### src/rtl/console_usb_sched.sv
// console_usb_sched
//   Shares one upstream "send to USB" request across eight USB channel
//   ports. Each accepted request services every channel selected in the
//   captured mask, one at a time, in round-robin order starting at a
//   persistent cursor. Each handshake phase (flag high waiting for done,
//   then waiting for done to drop) is bounded by TIMEOUT cycles; a channel
//   that overruns either phase is recorded in fail_mask.
//
// Ports
//   clk            : system clock
//   rst            : synchronous active-high reset
//   fs / fd        : upstream start (level) / upstream done
//   ch_mask        : channels to service, bit i = channel i (captured on accept)
//   btype          : packet type (captured on accept)
//   fs_usb_send    : per-channel start flags, at most one high
//   fd_usb_send    : per-channel done flags from the responders
//   send_usb_btype : per-channel type, bits [4i:4i+3] belong to channel i
//   fail_mask      : channels that timed out in the last request
//   busy           : high in every state except IDLE
module console_usb_sched #(
  parameter logic [15:0] TIMEOUT = 16'd50000
) (
  input  logic        clk,
  input  logic        rst,
  input  logic        fs,
  output logic        fd,
  input  logic [0:7]  ch_mask,
  input  logic [3:0]  btype,
  output logic [0:7]  fs_usb_send,
  input  logic [0:7]  fd_usb_send,
  output logic [0:31] send_usb_btype,
  output logic [0:7]  fail_mask,
  output logic        busy
);

  typedef enum logic [2:0] {
    S_IDLE     = 3'd0,
    S_SCAN     = 3'd1,
    S_SEND     = 3'd2,
    S_WAIT_LOW = 3'd3,
    S_DONE     = 3'd4
  } state_t;

  localparam logic [15:0] LP_CNT_LAST = TIMEOUT - 16'd1;

  state_t       r_state;
  logic [0:7]   r_pend;
  logic [2:0]   r_cur;
  logic [2:0]   r_cursor;
  logic [3:0]   r_btype;
  logic [15:0]  r_cnt;
  logic         r_fd;
  logic         r_busy;
  logic [0:7]   r_fs_send;
  logic [0:31]  r_send_btype;
  logic [0:7]   r_fail;

  state_t       w_state_nxt;
  logic [0:7]   w_pend_nxt;
  logic [2:0]   w_cur_nxt;
  logic [2:0]   w_cursor_nxt;
  logic [3:0]   w_btype_nxt;
  logic [15:0]  w_cnt_nxt;
  logic         w_fd_nxt;
  logic [0:7]   w_fs_send_nxt;
  logic [0:31]  w_send_btype_nxt;
  logic [0:7]   w_fail_nxt;

  logic [3:0]   w_pick;
  logic         w_fd_cur;
  logic         w_cnt_last;
  logic [2:0]   w_cur_inc;

  // Round-robin pick: {found, index} of the first set bit of pend at or
  // after start, wrapping 7->0. Walking the offsets downward lets the
  // smallest offset overwrite the result last.
  function automatic logic [3:0] f_pick(input logic [0:7] pend, input logic [2:0] start);
    logic [3:0] res;
    logic [2:0] idx;
    res = 4'd0;
    for (int i = 7; i >= 0; i--) begin
      idx = start + i[2:0];
      if (pend[idx]) begin
        res = {1'b1, idx};
      end else begin
        res = res;
      end
    end
    return res;
  endfunction

  assign w_pick     = f_pick(r_pend, r_cursor);
  assign w_fd_cur   = fd_usb_send[r_cur];
  assign w_cnt_last = (r_cnt == LP_CNT_LAST);
  assign w_cur_inc  = r_cur + 3'd1;

  // Next-state and next-register logic for the whole scheduler.
  always_comb begin
    w_state_nxt      = r_state;
    w_pend_nxt       = r_pend;
    w_cur_nxt        = r_cur;
    w_cursor_nxt     = r_cursor;
    w_btype_nxt      = r_btype;
    w_cnt_nxt        = r_cnt;
    w_fd_nxt         = r_fd;
    w_fs_send_nxt    = r_fs_send;
    w_send_btype_nxt = r_send_btype;
    w_fail_nxt       = r_fail;
    case (r_state)
      S_IDLE: begin
        if (fs && !r_fd) begin
          w_pend_nxt  = ch_mask;
          w_btype_nxt = btype;
          w_fail_nxt  = 8'h00;
          w_state_nxt = S_SCAN;
        end else begin
          w_state_nxt = S_IDLE;
        end
      end
      S_SCAN: begin
        if (!w_pick[3]) begin
          w_fd_nxt    = 1'b1;
          w_state_nxt = S_DONE;
        end else begin
          w_cur_nxt = w_pick[2:0];
          w_cnt_nxt = 16'd0;
          // The flag and nibble are registered here so they appear in the
          // first SEND cycle.
          for (int j = 0; j < 8; j++) begin
            w_fs_send_nxt[j]            = (j[2:0] == w_pick[2:0]);
            w_send_btype_nxt[4*j +: 4]  = (j[2:0] == w_pick[2:0]) ? r_btype : 4'h0;
          end
          w_state_nxt = S_SEND;
        end
      end
      S_SEND: begin
        // Done wins over a timeout landing on the same cycle.
        if (w_fd_cur) begin
          w_pend_nxt[r_cur] = 1'b0;
          w_fs_send_nxt     = 8'h00;
          w_send_btype_nxt  = 32'h0;
          w_cnt_nxt         = 16'd0;
          w_state_nxt       = S_WAIT_LOW;
        end else if (w_cnt_last) begin
          w_fail_nxt[r_cur] = 1'b1;
          w_pend_nxt[r_cur] = 1'b0;
          w_fs_send_nxt     = 8'h00;
          w_send_btype_nxt  = 32'h0;
          w_cursor_nxt      = w_cur_inc;
          w_state_nxt       = S_SCAN;
        end else begin
          w_cnt_nxt = r_cnt + 16'd1;
        end
      end
      S_WAIT_LOW: begin
        if (!w_fd_cur) begin
          w_cursor_nxt = w_cur_inc;
          w_state_nxt  = S_SCAN;
        end else if (w_cnt_last) begin
          w_fail_nxt[r_cur] = 1'b1;
          w_cursor_nxt      = w_cur_inc;
          w_state_nxt       = S_SCAN;
        end else begin
          w_cnt_nxt = r_cnt + 16'd1;
        end
      end
      S_DONE: begin
        if (!fs) begin
          w_fd_nxt    = 1'b0;
          w_state_nxt = S_IDLE;
        end else begin
          w_state_nxt = S_DONE;
        end
      end
      default: begin
        w_state_nxt      = S_IDLE;
        w_fd_nxt         = 1'b0;
        w_fs_send_nxt    = 8'h00;
        w_send_btype_nxt = 32'h0;
      end
    endcase
  end

  // State and output registers with synchronous reset.
  always_ff @(posedge clk) begin
    if (rst) begin
      r_state      <= S_IDLE;
      r_pend       <= 8'h00;
      r_cur        <= 3'd0;
      r_cursor     <= 3'd0;
      r_btype      <= 4'h0;
      r_cnt        <= 16'd0;
      r_fd         <= 1'b0;
      r_busy       <= 1'b0;
      r_fs_send    <= 8'h00;
      r_send_btype <= 32'h0;
      r_fail       <= 8'h00;
    end else begin
      r_state      <= w_state_nxt;
      r_pend       <= w_pend_nxt;
      r_cur        <= w_cur_nxt;
      r_cursor     <= w_cursor_nxt;
      r_btype      <= w_btype_nxt;
      r_cnt        <= w_cnt_nxt;
      r_fd         <= w_fd_nxt;
      r_busy       <= (w_state_nxt != S_IDLE);
      r_fs_send    <= w_fs_send_nxt;
      r_send_btype <= w_send_btype_nxt;
      r_fail       <= w_fail_nxt;
    end
  end

  assign fd             = r_fd;
  assign busy           = r_busy;
  assign fs_usb_send    = r_fs_send;
  assign send_usb_btype = r_send_btype;
  assign fail_mask      = r_fail;

endmodule

### config.mk
export PLATFORM = sky130hd
export DESIGN_NAME = console_usb_sched
export DESIGN_NICKNAME = d
export VERILOG_FILES = /design/src/rtl/console_usb_sched.sv
export SDC_FILE = /design/constraint.sdc
export NUM_CORES = 1
export LEC_CHECK = 0
export ABC_AREA = 1
export BUFFER_PORTS_ARGS = -buffer_cell sky130_fd_sc_hd__buf_2
export CORE_MARGIN = 5
export CORE_UTILIZATION = 35
export CTS_CLUSTER_DIAMETER = 60
export DETAILED_ROUTE_END_ITERATION = 16
export PLACE_DENSITY = 0.52
export SYNTH_ARGS = -nofsm -noshare
export SYNTH_HDL_FRONTEND = slang
export SYNTH_SLANG_ARGS = --single-unit
export TNS_END_PERCENT = 50
### constraint.sdc
create_clock -name clk -period 3.09 [get_ports clk]
set_input_delay 0.309 -clock clk [delete_from_list [all_inputs] [get_ports clk]]
set_output_delay 0.309 -clock clk [all_outputs]
set_load 0.1 [all_outputs]
==> results of run 1 <==
[cells by family (layout without fill, tap and decap cells)]
group           count (synthesis)  in the layout
xor+xnor                       16             16
buf+inv                        96            158
compound gates                142            142
flops                          87             87
simple gates                  327            327
fa+ha+maj                       4              4
[registers in the layout, summed over array words and instances, names as in the netlist]
| name | cells |
|---|---|
| fail_mask | 8 |
| r_cnt | 16 |
| fs_usb_send | 8 |
| send_usb_btype | 32 |
| r_cur | 3 |
| fd | 1 |
| r_cursor | 3 |
| r_pend | 8 |
| busy | 1 |
| r_state | 3 |
| r_btype | 4 |
[through the flow]
step           cell area (sq um)  utilization  total power [uW]  worst slack, ns  hold WS [ns]
3_5_place_dp                5590        0.386              2070            0.311         0.457
3_3_place_gp                5590        0.386              2060            0.342         0.446
4_1_cts                     5900        0.408              3210            0.290         0.217
6_report                    5900        0.408              3180            0.286         0.227
5_1_grt                     5900        0.408              3340           0.0157         0.227
2_1_floorplan               5140            -              1900            0.430         0.457
[Yosys cell counts, types with 3 or more instances]
master,instances,area [sq um]
a31oi_1,7,43.8
nand2_4,33,372
clkbuf_1,17,63.8
o21ai_0,30,150
xnor2_1,6,52.6
nand2_2,9,56.3
ha_1,4,50.1
a211oi_1,15,113
buf_1,5,18.8
nand3_2,12,120
buf_12,4,80.1
a21oi_1,44,220
nand4_4,3,63.8
a21oi_2,30,263
inv_1,48,180
nor2_1,46,173
dfxtp_1,87,1740
nand4_1,37,231
xor2_1,10,87.6
inv_2,8,30.0
nor3_1,12,60.1
nand3_1,43,215
buf_2,7,35.0
o21ba_2,6,60.1
nand2_1,127,477
[worst min-delay path: cells and delay by family]
kind / cells / cell delay, ns
buffers and inverters: 1 / 0.10
AND/OR/NAND/NOR: 1 / 0.06
AO/OA/AOI/OAI: 1 / 0.06
[final cells by class]
cell class,count,area share
Clock buffer,10,0.0405
Clock inverter,6,0.0131
Timing Repair Buffer,83,0.0771
Tap cell,184,0.0390
Multi-Input combinational cell,489,0.497
Inverter,59,0.0379
Sequential cell,87,0.295
[worst max-delay path by stage]
stage / start / end / slack, ns / cells after the start
after floorplan: r_cursor[0] / send_usb_btype[14] / 0.43 / 16
after global placement: r_cursor[0] / send_usb_btype[8] / 0.34 / 17
after detailed placement: r_cursor[0] / send_usb_btype[2] / 0.31 / 14
after CTS: r_cursor[0] / send_usb_btype[2] / 0.29 / 14
after global routing: r_cursor[0] / fs_usb_send[5] / 0.02 / 16
final: r_cursor[0] / send_usb_btype[4] / 0.29 / 14
[metal layers]
layer,up-vias,track usage,share of wire
met1,2168,0.197,0.47
met4,0,0.0485,0.017
met3,23,0.0294,0.028
li1,2385,-,-
met5,-,0,0
met2,71,0.272,0.49
[power breakdown]
group / total (uW) / leakage [uW] / internal, uW / switching [uW]
combinational: 806 / 0.00157 / 194 / 612
clock: 1140 / 0.000156 / 661 / 476
sequential: 1230 / 0.000705 / 1170 / 64.5
==> impl_metrics.json, run 1 <==
{
  "areaGrowthSynthToFinish_pct": 14.9,
  "cts_buffers": 9,
  "nFillCells": 1504,
  "critical_path.max_fanout": 40,
  "hold_start": "ch_mask[4]",
  "post-dp-hpwl_microns": 9950,
  "gr-total-overflow": 0,
  "synth-edff-count": 0,
  "synth_compound_area_frac": 0.182,
  "path_clk_slew_ns": 0.07,
  "cts_tree": "built",
  "initial_core_util": 0.355,
  "hp-class": "in -> reg",
  "drt_iter0_markers": 237,
  "synth_adder_area_share": 0.00974,
  "cts_sinks": 87,
  "ios": 73,
  "ir_worst_vdd_v": 0.000253,
  "drtPass1Iterations": 6,
  "via_per_inst": 5.06,
  "ys_async_sr_fraction": 0,
  "synth_top_family_by_area": "simple AND/OR/NAND/NOR gates",
  "ys.flop_type": "dfxtp_1",
  "synth_warnings": 0,
  "grt.total_usage": 0.157,
  "cpPeakStageDelay_ns": 0.41,
  "finalSetupViolCount": 0,
  "finalCritPeriodShare": 0.907,
  "antenna_found_initial": 0,
  "clock_insertion_delay_worst_skew_ns": 0.34,
  "post_cts_buffers": 0,
  "antenna_left": 0,
  "synthSimpleGateAreaFrac": 0.352,
  "cp-end-kind": "register",
  "synth-seq-cells": 87,
  "drive_gt1_frac": 0.279,
  "h-tree-depth": 3,
  "crit_required_ns": 3.36,
  "place_inst": 902,
  "r2r.worst_path.cells": 14,
  "clk_path_buf_depth": 2,
  "worst_slew_pin_slew_ns": 0.796,
  "min_period_ns": 2.80,
  "worstPathArrival_ns": 3.08,
  "multi_input_area_sq_um": 2940,
  "final_cells": 918,
  "drc": 0,
  "fp-row-count": 44,
  "die_w_microns": 131,
  "path_cells": "inv_4 > ha_1 > inv_2 > nand3_1 > nand3_1 > nand2_2 > nor2_4 > nand4_4 > o21ai_4 > nand4_4 > nand4_4 > buf_12 > nand2_1 > a21oi_1",
  "outcome": "completed",
  "grt_pass1_wl_microns": 22900,
  "synth-xor-area-share": 0.0273,
  "r2r-start": "r_cursor[0]",
  "reg2reg_to": "send_usb_btype[4]",
  "ctsRootBufferMaster": "clkbuf_16",
  "drv_cap": 0,
  "startpoint_type": "register",
  "p_per_area_nw_per_um2": 538,
  "fin_nets": 756,
  "synth_fp_nets": 699,
  "first_global_vias": 4691,
  "tns_ns": 0,
  "critical_path.top_delay_family": "simple AND/OR/NAND/NOR gates",
  "rsz0062_at_grt": "false",
  "ctsResizeCount": 0,
  "die_area_sq_um": 17200,
  "min_delay_worst_endpoint": "r_pend[4]",
  "vias": 4647,
  "synth.avg_cell_area_sq_um": 7.64,
  "slew_violations": 0,
  "portBuffers": 72,
  "core_area_sq_um": 14500,
  "max_slew_margin": 0.463,
  "synth_mux_area_frac": 0,
  "final_cell_mix": "nand2_1 (127), dfxtp_1 (87), buf_2 (72)",
  "syn_inst": 672,
  "antenna_cells": 0,
  "cpMostUsedCell": "nand4_4",
  "die_y_microns": 131,
  "ys_seq_area_frac": 0.339,
  "finalClockSkew_ns": 0.0106,
  "rrSetupSlack_ns": 0.29,
  "post_drt_wl_per_cell_microns": 14.8,
  "cts_hold_buf": 0,
  "gp_congestion": 0.883,
  "drt-total-wl_microns": 13500,
  "setup.worst_path.class": "reg -> reg",
  "yosys.cell_types.count": 39,
  "crit_slowest_cell": "ha_1",
  "p_leak_uw": 0.00243,
  "grt_max_degree": 41,
  "min_path_cells": 3,
  "syn_area_sq_um": 5140,
  "final_common_cell": "nand2_1",
  "finalHoldViolations": 0,
  "max_freq_mhz": 357,
  "register_area_sq_um": 1740,
  "path_buf_inv": 3
}
Note: power is estimated with default switching activity, not from simulation.
==> run 2: changes to the inputs <==
Settings changed: ABC_AREA 1 to 0.
==> impl_metrics.json, run 2 <==
{
  "worstPathArrival_ns": 3.28,
  "drtPass1Iterations": 4,
  "cts_buffers": 9,
  "portBuffers": 72,
  "gp_congestion": 0.939,
  "finalHoldViolations": 0,
  "cp-end-kind": "register",
  "synth_fp_nets": 568,
  "clk_path_buf_depth": 2,
  "tns_ns": 0,
  "fp-row-count": 43,
  "cpMostUsedCell": "nor4_1",
  "min_period_ns": 3.01,
  "ir_worst_vdd_v": 0.000347,
  "place_inst": 779,
  "finalSetupViolCount": 0,
  "die_y_microns": 128,
  "critical_path.max_fanout": 14,
  "yosys.cell_types.count": 69,
  "finalClockSkew_ns": 0.00830,
  "synth_warnings": 0,
  "fin_ws_ns": 0.0785,
  "drv_cap": 0,
  "rsz0062_at_grt": "true",
  "finalCritPeriodShare": 0.975,
  "antenna_cells": 0,
  "antenna_found_initial": 0,
  "hp-class": "in -> reg",
  "critical_path.top_delay_family": "compound AO/OA/AOI/OAI gates",
  "post-dp-hpwl_microns": 9790,
  "yosysMostFrequentCell": "dfxtp_1",
  "grt_pass1_wl_microns": 21500,
  "cts_sinks": 87,
  "ys_seq_area_frac": 0.359,
  "yosys-top-cells-area": "dfxtp_1 (36%), o31ai_2 (5.4%), nand2_1 (5.2%)",
  "setup.worst_path.class": "reg -> reg",
  "synth_commonest_cells": "dfxtp_1 (87), nand2_1 (67), nor2_1 (49), a21oi_1 (37), o31ai_2 (21)",
  "outcome": "completed",
  "path_buf_inv": 2,
  "ctsRootBufferMaster": "clkbuf_16",
  "post_drt_wl_per_cell_microns": 16.7,
  "p_per_area_nw_per_um2": 664,
  "synth-edff-count": 0,
  "nFillCells": 1368,
  "ys_async_sr_fraction": 0,
  "ys.flop_type": "dfxtp_1",
  "cts_hold_buf": 0,
  "cpPeakStageDelay_ns": 0.60,
  "largest_register_ffs": 32,
  "drc": 0,
  "clock_insertion_delay_worst_skew_ns": 0.35,
  "synth_top_cell_area_share": 0.359,
  "h-tree-depth": 3,
  "grt_max_degree": 41,
  "startpoint_type": "register",
  "crit_required_ns": 3.35,
  "hold_slack_ns": 0.212,
  "syn_inst": 541,
  "grt.total_usage": 0.163,
  "worst_slew_pin_slew_ns": 0.881,
  "final_cells": 802,
  "drive_gt1_frac": 0.312,
  "slew_violations": 0,
  "ios": 73,
  "via_per_inst": 5.39,
  "antenna_left": 0,
  "fin_nets": 644,
  "areaGrowthSynthToFinish_pct": 21.5,
  "crit_slowest_cell": "mux4_2",
  "path_clk_slew_ns": 0.07,
  "drt-total-wl_microns": 13400,
  "core_area_sq_um": 13700,
  "max_freq_mhz": 332,
  "p_leak_uw": 0.00234,
  "max_slew_margin": 0.406,
  "die_area_sq_um": 16300,
  "synth_top_area_cell": "dfxtp_1",
  "synth-seq-cells": 87,
  "drt_iter0_markers": 254,
  "synth.avg_cell_area_sq_um": 8.97,
  "vias": 4325,
  "first_global_vias": 4175,
  "gr-total-overflow": 0,
  "syn_area_sq_um": 4850,
  "initial_core_util": 0.354,
  "cts_tree": "built",
  "final_common_cell": "dfxtp_1",
  "die_w_microns": 128,
  "dpl_worst_slack_ns": -0.0425,
  "path_cells": "buf_8 > mux4_2 > nor4_1 > nor4_1 > o311ai_1 > o211ai_1 > buf_4 > a2111o_1 > o31ai_2",
  "final_cell_mix": "dfxtp_1 (86), buf_2 (72), nand2_1 (67)"
}
==> run 2: area by class of cell <==
cell class                 count  area (sq um)  area share
inverter                      15          56.3     0.00955
clock buffer                   9           225      0.0382
timing repair buffer         108           687       0.116
multi-input combinational    396          2880       0.488
clock inverter                 7          78.8      0.0134
tap                          180           225      0.0382
sequential                    87          1750       0.296
==> run 2: through the flow <==
| step | utilization | cell area, sq um | total power (uW) |
|---|---|---|---|
| floorplan | - | 4880 | 2400 |
| global placement | 0.397 | 5450 | 2750 |
| detailed placement | 0.397 | 5450 | 2750 |
| CTS | 0.420 | 5760 | 3880 |
| global route | 0.430 | 5900 | 4140 |
| finish | 0.430 | 5900 | 3920 |
==> run 2: tightest hold or removal path, cell delays in order <==
cell	delay, ns
buf_2	0.08
mux2i_1	0.06
nor2_1	0.07
==> run 2: cells by family after synthesis <==
| group | share of synthesized area |
|---|---|
| AO/OA/AOI/OAI | 0.226 |
| XOR/XNOR | 0.0289 |
| adder cells (fa/ha/maj) | 0.0124 |
| buffers and inverters | 0.0647 |
| flip-flops | 0.359 |
| multiplexers | 0.124 |
| AND/OR/NAND/NOR | 0.185 |
==> run 2: final timing paths <==
| path | startpoint | to | slack [ns] | cells after the start |
|---|---|---|---|---|
| worst min-delay path | btype[0] | r_btype[0] | 0.21 | 3 |
| worst max register to register | r_cursor[0] | send_usb_btype[27] | 0.08 | 9 |
| worst max-delay path | r_cursor[0] | send_usb_btype[27] | 0.08 | 9 |
| worst min register to register | send_usb_btype[22] | send_usb_btype[22] | 0.45 | 2 |
==> run 2: power breakdown <==
part | leakage [uW] | switching (uW) | internal, uW | total [uW]
combinational | 0.00149 | 999 | 503 | 1500
clock | 0.000144 | 475 | 636 | 1110
sequential | 0.000705 | 104 | 1200 | 1300
==> run 2: repair_timing <==
action / 4_1_cts / 5_1_grt
gates cloned: 0 / 1
buffers inserted: 0 / 6
setup endpoints to repair: 10 / 52
resized for setup: 3 / 15
pin swaps: 1 / 8
==> run 2: metal layers <==
metal	GRT usage	wire (microns)	part of all wire	up-vias
li1	-	-	-	2141
met1	0.210	6140	0.46	2088
met2	0.271	6520	0.49	74
met3	0.0358	449	0.034	22
met4	0.0562	280	0.021	0
met5	0	0	0	-
==> run 3: changes to the inputs <==
Settings changed: CORE_UTILIZATION 35 to 31, PLACE_DENSITY 0.52 to 0.48.
==> impl_metrics.json, run 3 (synthesis results as in run 2) <==
{
  "finalHoldViolations": 0,
  "p_sw_frac": 0.394,
  "cp-end-kind": "register",
  "ir_worst_vdd_v": 0.000312,
  "crit_required_ns": 3.34,
  "hp-class": "in -> reg",
  "antenna_left": 0,
  "dpl_worst_slack_ns": -0.0441,
  "drive_gt1_frac": 0.318,
  "worst_slew_pin_slew_ns": 0.832,
  "finalSetupViolCount": 0,
  "post-dp-hpwl_microns": 9860,
  "drc": 0,
  "clock_power_share": 0.278,
  "core_area_sq_um": 15300,
  "comb_power_share": 0.386,
  "cts_buffers": 9,
  "power_uw": 3900,
  "gp_congestion": 0.827,
  "drt-total-wl_microns": 13400,
  "startpoint_type": "register",
  "areaGrowthSynthToFinish_pct": 23.8,
  "via_per_inst": 5.08,
  "outcome": "completed",
  "grt.total_usage": 0.146,
  "power_switching_uw": 1540,
  "worstPathArrival_ns": 3.16,
  "rrSetupSlack_ns": 0.18,
  "portBuffers": 72,
  "fp-row-count": 45,
  "finalCritPeriodShare": 0.941,
  "drtPass1Iterations": 4,
  "drt_iter0_markers": 262,
  "first_global_vias": 4174,
  "ctsRootBufferMaster": "clkbuf_16",
  "fin_nets": 651,
  "clk_path_buf_depth": 2,
  "grt_max_degree": 41,
  "power_frac_seq": 0.336,
  "critical_path.max_fanout": 10,
  "die_area_sq_um": 18300,
  "min_period_ns": 2.91,
  "cts_hold_buf": 0,
  "drv_cap": 0,
  "max_freq_mhz": 344,
  "antenna_cells": 0,
  "final_cell_mix": "dfxtp_1 (85), buf_2 (72), nand2_1 (67)",
  "die_w_microns": 135,
  "grt_pass1_wl_microns": 21600,
  "internal-power_uw": 2360,
  "cts_tree": "built",
  "path_clk_slew_ns": 0.06,
  "die_y_microns": 135,
  "post_drt_wl_per_cell_microns": 15.9,
  "largest_register_ffs": 32,
  "max_slew_margin": 0.439,
  "vias": 4264,
  "finalClockSkew_ns": 0.00836,
  "setup.worst_path.class": "reg -> reg",
  "clock_insertion_delay_worst_skew_ns": 0.34,
  "p_leak_uw": 0.00237,
  "p_per_area_nw_per_um2": 649,
  "initial_core_util": 0.318,
  "ios": 73,
  "h-tree-depth": 3,
  "slew_violations": 0,
  "fin_ws_ns": 0.183,
  "final_common_cell": "dfxtp_1",
  "gr-total-overflow": 0,
  "cts_sinks": 87,
  "antenna_found_initial": 0
}
## run 3: critical path, cell delays in order, from the launching register on
cell,delay [ns]
dfxtp_2,0.34
buf_6,0.14
mux4_2,0.61
a311o_1,0.37
nor3_2,0.24
o311a_1,0.18
o211ai_1,0.13
a2111o_1,0.43
buf_4,0.19
o31ai_2,0.18
## run 3: cell type report
| type | count | area [sq um] |
|---|---|---|
| fillers | 1554 | 9250 |
| multi-input cells | 395 | 2880 |
| flip-flops and latches | 87 | 1750 |
| repair buffers | 116 | 757 |
| well taps | 211 | 264 |
| clock buffers | 11 | 243 |
| clock inverters | 5 | 56.3 |
| inverters | 15 | 56.3 |
## run 3: per-layer routing
metal	vias to the layer above	global-route usage	wire, microns
met4	0	0.0498	235
met1	2028	0.195	6170
met5	-	0	0
met2	76	0.239	6590
li1	2145	-	-
met3	15	0.0242	397
## run 3: worst paths after layout
path,startpoint,endpoint,depth (start not counted)
max reg2reg,r_cursor[1],send_usb_btype[29],9
min reg2reg,send_usb_btype[7],send_usb_btype[7],2
min,ch_mask[1],r_pend[1],3
max,r_cursor[1],send_usb_btype[29],9
## run 3: power by group through the flow
stage | Clock (uW) | Sequential [uW] | Combinational [uW]
floorplan | 0 | 1460 | 945
global placement | 0 | 1340 | 1450
global route | 1170 | 1320 | 1640
CTS | 1120 | 1310 | 1480
finish | 1080 | 1310 | 1510
detailed placement | 0 | 1330 | 1470
## run 3: metrics by stage
| stage | TNS (ns) | hold slack, ns | instance area, sq um | utilization | instances |
|---|---|---|---|---|---|
| after detailed placement | -0.517 | 0.436 | 5540 | 0.363 | 816 |
| after floorplan | 0 | 0.449 | 4880 | - | 541 |
| after CTS | 0 | 0.213 | 5840 | 0.383 | 832 |
| final | 0 | 0.220 | 6010 | 0.394 | 840 |
| after global placement | 0 | 0.433 | 5540 | 0.363 | 816 |
| after global routing | -0.000631 | 0.231 | 6010 | 0.394 | 840 |
## run 3: what timing repair did
item | in CTS | in global routing
endpoints found under the hold margin | 0 | 0
resized for setup | 2 | 16
setup endpoints to repair | 25 | 42
setup buffers | 0 | 8
pin swaps | 0 | 6
